===== config.mk =====
export PLATFORM = sky130hd
export DESIGN_NAME = traffic_ctrl_flat
export DESIGN_NICKNAME = d
export VERILOG_FILES = /design/src/rtl/traffic_pkg.sv /design/src/rtl/traffic_if.sv /design/src/rtl/traffic_phase_timer.sv /design/src/rtl/traffic_ctrl.sv /design/src/flat_wrapper.sv
export SDC_FILE = /design/constraint.sdc
export NUM_CORES = 1
export LEC_CHECK = 0
export BUFFER_PORTS_ARGS = -buffer_cell sky130_fd_sc_hd__buf_4
export CORE_MARGIN = 5
export CORE_UTILIZATION = 45
export CTS_CLUSTER_SIZE = 20
export DETAILED_ROUTE_END_ITERATION = 16
export GPL_ROUTABILITY_DRIVEN = 0
export GPL_TIMING_DRIVEN = 0
export PLACE_DENSITY = 0.65
export SYNTH_ARGS = -nofsm -noshare
export SYNTH_HDL_FRONTEND = slang
export SYNTH_SLANG_ARGS = --single-unit

===== constraint.sdc =====
create_clock -name clk -period 1.8 [get_ports clk]
set_input_delay 0.27 -clock clk [delete_from_list [all_inputs] [get_ports clk]]
set_output_delay 0.27 -clock clk [all_outputs]
set_load 0.03 [all_outputs]

===== src/rtl/traffic_pkg.sv =====
// Shared types for the UK-sequence traffic light controller: phase enum and lamp decode.
package traffic_pkg;

    typedef enum logic [2:0] {
        RED,
        RED_AMBER,
        GREEN,
        AMBER,
        WALK
    } light_state_t;

    typedef struct packed {
        logic red;
        logic amber;
        logic green;
        logic walk;
    } lamps_t;

    function automatic lamps_t lamp_decode(light_state_t s);
        lamps_t l;
        l = '{red: 1'b0, amber: 1'b0, green: 1'b0, walk: 1'b0};
        case (s)
            RED:       l.red = 1'b1;
            RED_AMBER: begin l.red = 1'b1; l.amber = 1'b1; end
            GREEN:     l.green = 1'b1;
            AMBER:     l.amber = 1'b1;
            WALK:      begin l.red = 1'b1; l.walk = 1'b1; end
            // Unused encodings show red so a corrupted state fails safe.
            default:   l.red = 1'b1;
        endcase
        return l;
    endfunction

endpackage


===== src/rtl/traffic_if.sv =====
// Lamp/enable/pedestrian bundle between the controller (slave) and whatever drives it (master).
interface traffic_if;
    logic en;
    logic ped_req;
    logic red;
    logic amber;
    logic green;
    logic walk;
    logic ped_ack;

    modport master (
        output en, ped_req,
        input  red, amber, green, walk, ped_ack
    );

    modport slave (
        input  en, ped_req,
        output red, amber, green, walk, ped_ack
    );
endinterface


===== src/rtl/traffic_phase_timer.sv =====
// Phase down-counter: reloads on load, otherwise counts down to 0 and holds there.
module phase_timer #(
    parameter int               CNT_W   = 8,
    parameter logic [CNT_W-1:0] RST_VAL = '0
) (
    input  logic             clk,
    input  logic             rst_n,
    input  logic             en,
    input  logic             load,
    input  logic [CNT_W-1:0] load_val,
    output logic             done
);

    logic [CNT_W-1:0] count;

    // NOTE: sequential state uses non-blocking (<=) so every flop samples pre-edge values.
    always_ff @(posedge clk or negedge rst_n) begin
        if (!rst_n) begin
            count <= RST_VAL;
        end else if (en) begin
            if (load)
                count <= load_val;
            else if (count != '0)
                count <= count - 1'b1;
        end
    end

    assign done = (count == '0);

endmodule


===== src/rtl/traffic_ctrl.sv =====
// UK-sequence traffic light controller with parametrised phase durations.
// Optional pedestrian WALK phase is built only when TRAFFIC_PED_EN is defined.
module traffic_ctrl
    import traffic_pkg::*;
#(
    parameter int CNT_W            = 8,
    parameter int RED_CYCLES       = 8,
    parameter int RED_AMBER_CYCLES = 2,
    parameter int GREEN_CYCLES     = 8,
    parameter int AMBER_CYCLES     = 3,
    parameter int WALK_CYCLES      = 6
) (
    input logic      clk,
    input logic      rst_n,
    traffic_if.slave bus
);

    typedef logic [CNT_W-1:0] cnt_t;
    localparam longint MAX_DUR = 64'd1 << CNT_W;

    if (RED_CYCLES < 1 || RED_CYCLES > MAX_DUR) begin : g_bad_red
        $error("traffic_ctrl: RED_CYCLES out of range 1..2^CNT_W");
    end
    if (RED_AMBER_CYCLES < 1 || RED_AMBER_CYCLES > MAX_DUR) begin : g_bad_red_amber
        $error("traffic_ctrl: RED_AMBER_CYCLES out of range 1..2^CNT_W");
    end
    if (GREEN_CYCLES < 1 || GREEN_CYCLES > MAX_DUR) begin : g_bad_green
        $error("traffic_ctrl: GREEN_CYCLES out of range 1..2^CNT_W");
    end
    if (AMBER_CYCLES < 1 || AMBER_CYCLES > MAX_DUR) begin : g_bad_amber
        $error("traffic_ctrl: AMBER_CYCLES out of range 1..2^CNT_W");
    end
`ifdef TRAFFIC_PED_EN
    if (WALK_CYCLES < 1 || WALK_CYCLES > MAX_DUR) begin : g_bad_walk
        $error("traffic_ctrl: WALK_CYCLES out of range 1..2^CNT_W");
    end
`endif

    function automatic cnt_t load_value(light_state_t s);
        case (s)
            RED:       return cnt_t'(RED_CYCLES - 1);
            RED_AMBER: return cnt_t'(RED_AMBER_CYCLES - 1);
            GREEN:     return cnt_t'(GREEN_CYCLES - 1);
            AMBER:     return cnt_t'(AMBER_CYCLES - 1);
            WALK:      return cnt_t'(WALK_CYCLES - 1);
            default:   return cnt_t'(RED_CYCLES - 1);
        endcase
    endfunction

    light_state_t state, state_next;
    lamps_t       lamps;
    logic         timer_done;
    logic         advance;
    cnt_t         load_val;
    logic         ped_pending;

    assign advance  = bus.en && timer_done;
    assign load_val = load_value(state_next);

    phase_timer #(
        .CNT_W   (CNT_W),
        .RST_VAL (cnt_t'(RED_CYCLES - 1))
    ) u_timer (
        .clk      (clk),
        .rst_n    (rst_n),
        .en       (bus.en),
        .load     (advance),
        .load_val (load_val),
        .done     (timer_done)
    );

    always_ff @(posedge clk or negedge rst_n) begin
        if (!rst_n)
            state <= RED;
        else if (advance)
            state <= state_next;
    end

    // NOTE: every always_comb output gets a default first so no path infers a latch.
    always_comb begin
        state_next = state;
        case (state)
            RED:       state_next = RED_AMBER;
            RED_AMBER: state_next = GREEN;
            GREEN:     state_next = AMBER;
            AMBER:     state_next = ped_pending ? WALK : RED;
            WALK:      state_next = RED;
            default:   state_next = RED;
        endcase
    end

    always_comb begin
        lamps = lamp_decode(state);
`ifdef TRAFFIC_PED_EN
`else
        lamps.walk = 1'b0;
`endif
    end

    assign bus.red   = lamps.red;
    assign bus.amber = lamps.amber;
    assign bus.green = lamps.green;
    assign bus.walk  = lamps.walk;

`ifdef TRAFFIC_PED_EN
    light_state_t state_after;
    logic         ped_accept;
    logic         ped_ack_q;

    // A request is dropped while in WALK or on the edge that enters WALK.
    assign state_after = advance ? state_next : state;
    assign ped_accept  = bus.ped_req && !ped_pending &&
                         (state != WALK) && (state_after != WALK);

    always_ff @(posedge clk or negedge rst_n) begin
        if (!rst_n) begin
            ped_pending <= 1'b0;
            ped_ack_q   <= 1'b0;
        end else begin
            ped_ack_q <= ped_accept;
            if (advance && state_next == WALK)
                ped_pending <= 1'b0;
            else if (ped_accept)
                ped_pending <= 1'b1;
        end
    end

    assign bus.ped_ack = ped_ack_q;
`else
    logic unused_ped_req;

    assign ped_pending    = 1'b0;
    assign unused_ped_req = bus.ped_req;
    assign bus.ped_ack    = 1'b0;
`endif

endmodule


===== src/flat_wrapper.sv =====
// flat-port wrapper written by rule: the top's interface ports become plain ports
module traffic_ctrl_flat import traffic_pkg::*;
#(
    parameter int CNT_W            = 8,
    parameter int RED_CYCLES       = 8,
    parameter int RED_AMBER_CYCLES = 2,
    parameter int GREEN_CYCLES     = 8,
    parameter int AMBER_CYCLES     = 3,
    parameter int WALK_CYCLES      = 6
)
  (clk, rst_n, bus_en, bus_ped_req, bus_red, bus_amber, bus_green, bus_walk, bus_ped_ack);
  traffic_if bus_i ();
  input logic clk;
  input logic rst_n;
  input wire logic [$bits(bus_i.en)-1:0] bus_en;
  input wire logic [$bits(bus_i.ped_req)-1:0] bus_ped_req;
  output wire logic [$bits(bus_i.red)-1:0] bus_red;
  output wire logic [$bits(bus_i.amber)-1:0] bus_amber;
  output wire logic [$bits(bus_i.green)-1:0] bus_green;
  output wire logic [$bits(bus_i.walk)-1:0] bus_walk;
  output wire logic [$bits(bus_i.ped_ack)-1:0] bus_ped_ack;
  assign bus_i.en = bus_en;
  assign bus_i.ped_req = bus_ped_req;
  assign bus_red = bus_i.red;
  assign bus_amber = bus_i.amber;
  assign bus_green = bus_i.green;
  assign bus_walk = bus_i.walk;
  assign bus_ped_ack = bus_i.ped_ack;
  traffic_ctrl #(.CNT_W(CNT_W), .RED_CYCLES(RED_CYCLES), .RED_AMBER_CYCLES(RED_AMBER_CYCLES), .GREEN_CYCLES(GREEN_CYCLES), .AMBER_CYCLES(AMBER_CYCLES), .WALK_CYCLES(WALK_CYCLES)) u_core (.clk(clk), .rst_n(rst_n), .bus(bus_i));
endmodule

Word level (Yosys, flattened, before mapping)

Cells that the tools add are included.

RAM bits: 0
Bits in latches: 0
Output and inout port bits: 5
Memory bits (read-only): 0
Memories: 0
Register bits: 11
Input port bits: 4
Word-level logic and storage cells: 24

$add $sub $neg: 1
Equal/unequal tests: 6
Mux-type cells: 7
Divide/modulo/power cells: 0
Multipliers: 0
Bitwise operators: 0
Order comparisons: 0
Reduce and logical (&&, ||, !) cells: 8
Shift-type cells: 0

Operator list:

| kind                                                               | count |
|---|---|
| 8-bit 2-to-1 mux                                                   | 2 |
| 3-bit one-hot mux with 3 select lines                              | 1 |
| 8-bit logical NOT                                                  | 1 |
| 8-bit nonzero test                                                 | 1 |
| 8-bit by 1-bit subtractor with 8-bit output, second input constant | 1 |
| 3-bit by 2-bit == test with 1-bit output, second input constant    | 2 |
| 2-bit one-hot mux with 3 select lines                              | 1 |
| 2-bit OR reduction                                                 | 2 |
| 3-bit by 1-bit == test with 1-bit output, second input constant    | 1 |
| 3-bit == test, second input constant                               | 1 |
| 3-bit logical NOT                                                  | 1 |
| 1-bit 2-to-1 mux                                                   | 3 |
| 2-bit by 1-bit == test with 1-bit output, second input constant    | 1 |
| 2-bit == test, second input constant                               | 1 |
| 2-bit AND reduction                                                | 1 |
| 2-bit nonzero test                                                 | 1 |
| 1-bit logical AND                                                  | 1 |

Longest topological paths before layout

Depth after elaboration: 5
Gate-level depth with buffers: 5

Modules after synthesis

From an unflattened synthesis, not the netlist that was laid out.

Cell total of the unflattened synthesis: 83
Area total of the unflattened synthesis: 737.0 um^2

By module, submodules not included:

| module       | seq. area each (um^2) | times used | area an instance (um^2) | cells each |
|---|---|---|---|---|
| phase_timer  | 203.9                 | 1          | 525.5                   | 60 |
| traffic_ctrl | 50.0                  | 1          | 211.5                   | 23 |

Worst setup path before layout

Ideal clock, no wire load.

Kind: flip-flop to flip-flop
Start: register u_core.u_timer.count[0]
End: register u_core.state[1]
Stages on the path, launching flop included: 6
Path slack: 0.197 ns
Data required time: 1.672 ns
Arrival time: 1.475 ns
Buffers on the path: 0
Cell sequence: dfstp_2 inv_1 ha_1 and4bb_2 nand2_1 mux2_1

Word-level cells in the longest chain between the ends: 2

RTL lines:

| element                | RTL line                  | RTL |
|---|---|---|
| start, declared        | traffic_phase_timer.sv:14 | `logic [CNT_W-1:0] count;` |
| start signal, assigned | traffic_phase_timer.sv:22 | `count <= load_val;` |
| start signal, assigned | traffic_phase_timer.sv:24 | `count <= count - 1'b1;` |
| 8-bit logical NOT      | traffic_phase_timer.sv:28 | `assign done = (count == '0);` |
| 1-bit logical AND      | traffic_ctrl.sv:57        | `assign advance = bus.en && timer_done;` |
| end signal, assigned   | traffic_ctrl.sv:76        | `state <= state_next;` |
| end, declared          | traffic_ctrl.sv:50        | `light_state_t state, state_next;` |

No other way between the ends.
A chain may end at the register's enable or synchronous reset.

Worst setup path after layout

Ends and elaborated chain as after synthesis.

==> impl_metrics.tcl <==
set metrics [dict create \
    area_growth_pct 15.4 \
    cts_root_buf "clkbuf_4" \
    grt-ovfl-total 0 \
    yosysTopAreaCellShare_pct 27.2 \
    synth_top_area_cell "dfrtp_1" \
    wl_per_cell_um 12.4 \
    synthArstFlopShare_pct 100 \
    layout_min_cycle_time_ps 1690 \
    dieArea_sq_um 2290 \
    drv_slew 0 \
    ys_types 30 \
    drc 0 \
    cellLeakagePower_uw 0.000336 \
    cts_tree "built" \
    drt-pass1-iter-count 4 \
    worstSkewPairLatency_ps 270 \
    crit_type "flip-flop to flip-flop" \
    crit_path_start_kind "flip-flop" \
    tns_ps 0 \
    vias 444 \
    ys_warn_count 0 \
    hold_viol 0 \
    synth_edf_count 0 \
    finalCritPeriodShare_pct 93.8 \
    drt_iter0_drc 15 \
    power.density_nw_per_um2 1480 \
    initial_core_util_pct 48.2 \
    drive_gt1_share_pct 29.6 \
    rsz0062_at_grt "no" \
    postLayoutSetupSlackWorst_ps 112 \
    antenna_cells 0 \
    die_h_um 47.8 \
    track_usage_pct 11.9 \
    grt_pass1_wl_um 1820 \
    regArea_sq_um 254 \
    nNetsFinal 83 \
    rows 13 \
    power_uw 1100 \
    internal-power_uw 657 \
    ys_seq_area_share_pct 39.5 \
    combPwrFrac_pct 42.6 \
    yosys_register_bits 10 \
    crit_arrival_ps 1840 \
    ant_nets 0 \
    multi_input_area_sq_um 358 \
    cts.path.max_buffers 2 \
    critical_path_required_ps 1950 \
    setup_viol_count_final 0 \
    clkPwrFrac_pct 15.0 \
    core-area_sq_um 1330 \
    skew_ps 6.43 \
    synth_flop_cell "dfrtp_1" \
    path_clk_slew_ps 70 \
    max-cap-violations 0 \
    post-dp-hpwl_um 835 \
    grt_max_degree 11 \
    post_synth.cell_area_avg_sq_um 10.7 \
    peakVddDrop_mv 0.948 \
    vias_per_cell 5.16 \
    clkSinkCount 10 \
    syn_inst 60 \
    power.share.switching_pct 40.0 \
    fillers 115 \
    p_seq_share_pct 42.4 \
    netlist_top_cells_area "dfrtp_1, ha_1, dfstp_2, mux2_2, inv_1" \
    hp-class "input pin to flip-flop" \
    antenna_found_initial 0 \
    cts_max_level 1 \
    crit_path_end_kind "flip-flop" \
    path_max_fanout 6 \
    io_pins 9 \
    grt_pass1_vias 413 \
    switching_power_uw 439 \
    synthesis.area_sq_um 643 \
    io_buffers 5 \
    dp_slack_ps 80.8 \
    clock.fmax_ghz 0.592 \
    status "completed" \
    cts_buffers 3 \
    wirelength_um 1060 \
    die_w_um 47.8 \
]
## cell usage after synthesis, types with 2 or more instances
master / instances
mux2_2: 3
xnor2_1: 2
ha_1: 7
o21ai_0: 2
nor2_1: 4
dfstp_2: 3
nor3_1: 3
dfrtp_1: 7
buf_4: 2
inv_1: 6
nand2_1: 2
## power by group through the flow
stage	Combinational, uW	Clock, uW	Sequential [uW]
floorplan	366	0	442
global route	526	188	484
finish	467	164	465
CTS	467	172	465
detailed placement	464	0	468
global placement	455	0	465
## layout make-up
cell class	count	area share [%]
sequential	10	34.2
tap	15	2.53
buffer	2	2.02
clock buffer	4	3.54
timing repair buffer	6	6.41
multi-input combinational	43	48.2
inverter	6	3.04
## metal layers
layer	wire, um	vias to the layer above	global-route usage, %
met5	0	-	0
met4	0	0	4.30
met3	77	0	7.14
met2	472	7	16.6
met1	514	206	15.0
li1	-	231	-
## path summary, 6_finish.rpt
check                                                     from                                   to  slack (ps)  depth (start not counted)
min in group asynchronous                                rst_n  u_core.u_timer.count[3]$_DFFE_PN0P_         360                          2
max in group asynchronous                                rst_n  u_core.u_timer.count[2]$_DFFE_PN1P_        1220                          2
min reg2reg                u_core.u_timer.count[0]$_DFFE_PN1P_  u_core.u_timer.count[0]$_DFFE_PN1P_         530                          2
min                                                     bus_en  u_core.u_timer.count[1]$_DFFE_PN1P_         240                          2
max                        u_core.u_timer.count[0]$_DFFE_PN1P_          u_core.state[1]$_DFFE_PN0P_         110                          5
max reg2reg                u_core.u_timer.count[0]$_DFFE_PN1P_          u_core.state[1]$_DFFE_PN0P_         110                          5
## cells in the final DEF, fill, tap and decap left out, types with 2 or more instances in the layout
master and n:
buf_4 7, dfstp_2 3, clkbuf_4 3, inv_1 6, o21ai_0 2, ha_1 7
conb_1 2, nor3_1 3, xnor2_1 2, nor2_1 4, mux2_2 3, dfrtp_1 7
## flip-flops by register name, indices dropped and copies added (netlist names)
register and count:
u_core.u_timer.count 8, u_core.state 2
## critical path: stages, from the launching register on
cell      delay (ps)
dfstp_2          530
inv_1             60
ha_1             240
and4bb_2         300
nand2_2          120
mux2_1           320
## kinds of logic (layout without fill, tap and decap cells)
logic type                 count (synthesis)  count (layout)  share of synthesized area, %
adders and majority gates                  7               7                          13.6
DFF                                       10              10                          39.5
buffers and inverters                      8              18                          5.84
AOI/OAI and AO/OA                         11              11                          11.7
and+or+nand+nor                           17              17                          19.1
muxes                                      4               4                          7.00
other                                      1               2                         0.583
xor gates and xnor gates                   2               2                          2.72
## what timing repair did
item / 4_1_cts / 5_1_grt
setup endpoints to repair: 0 / 1
gates resized for setup: 0 / 1
hold buffers: 1 / 0
endpoints found under the hold margin: 7 / 0
setup buffers: 0 / 0
## through the flow
step	cells	area, sq um	hold slack [ps]	util [%]
final	86	742	241	55.6
after global routing	86	742	254	55.6
after detailed placement	81	703	106	52.7
after global placement	81	703	108	52.7
after CTS	86	739	241	55.4
after floorplan	61	647	-25.6	-
Power figures use the tool's default switching activity.
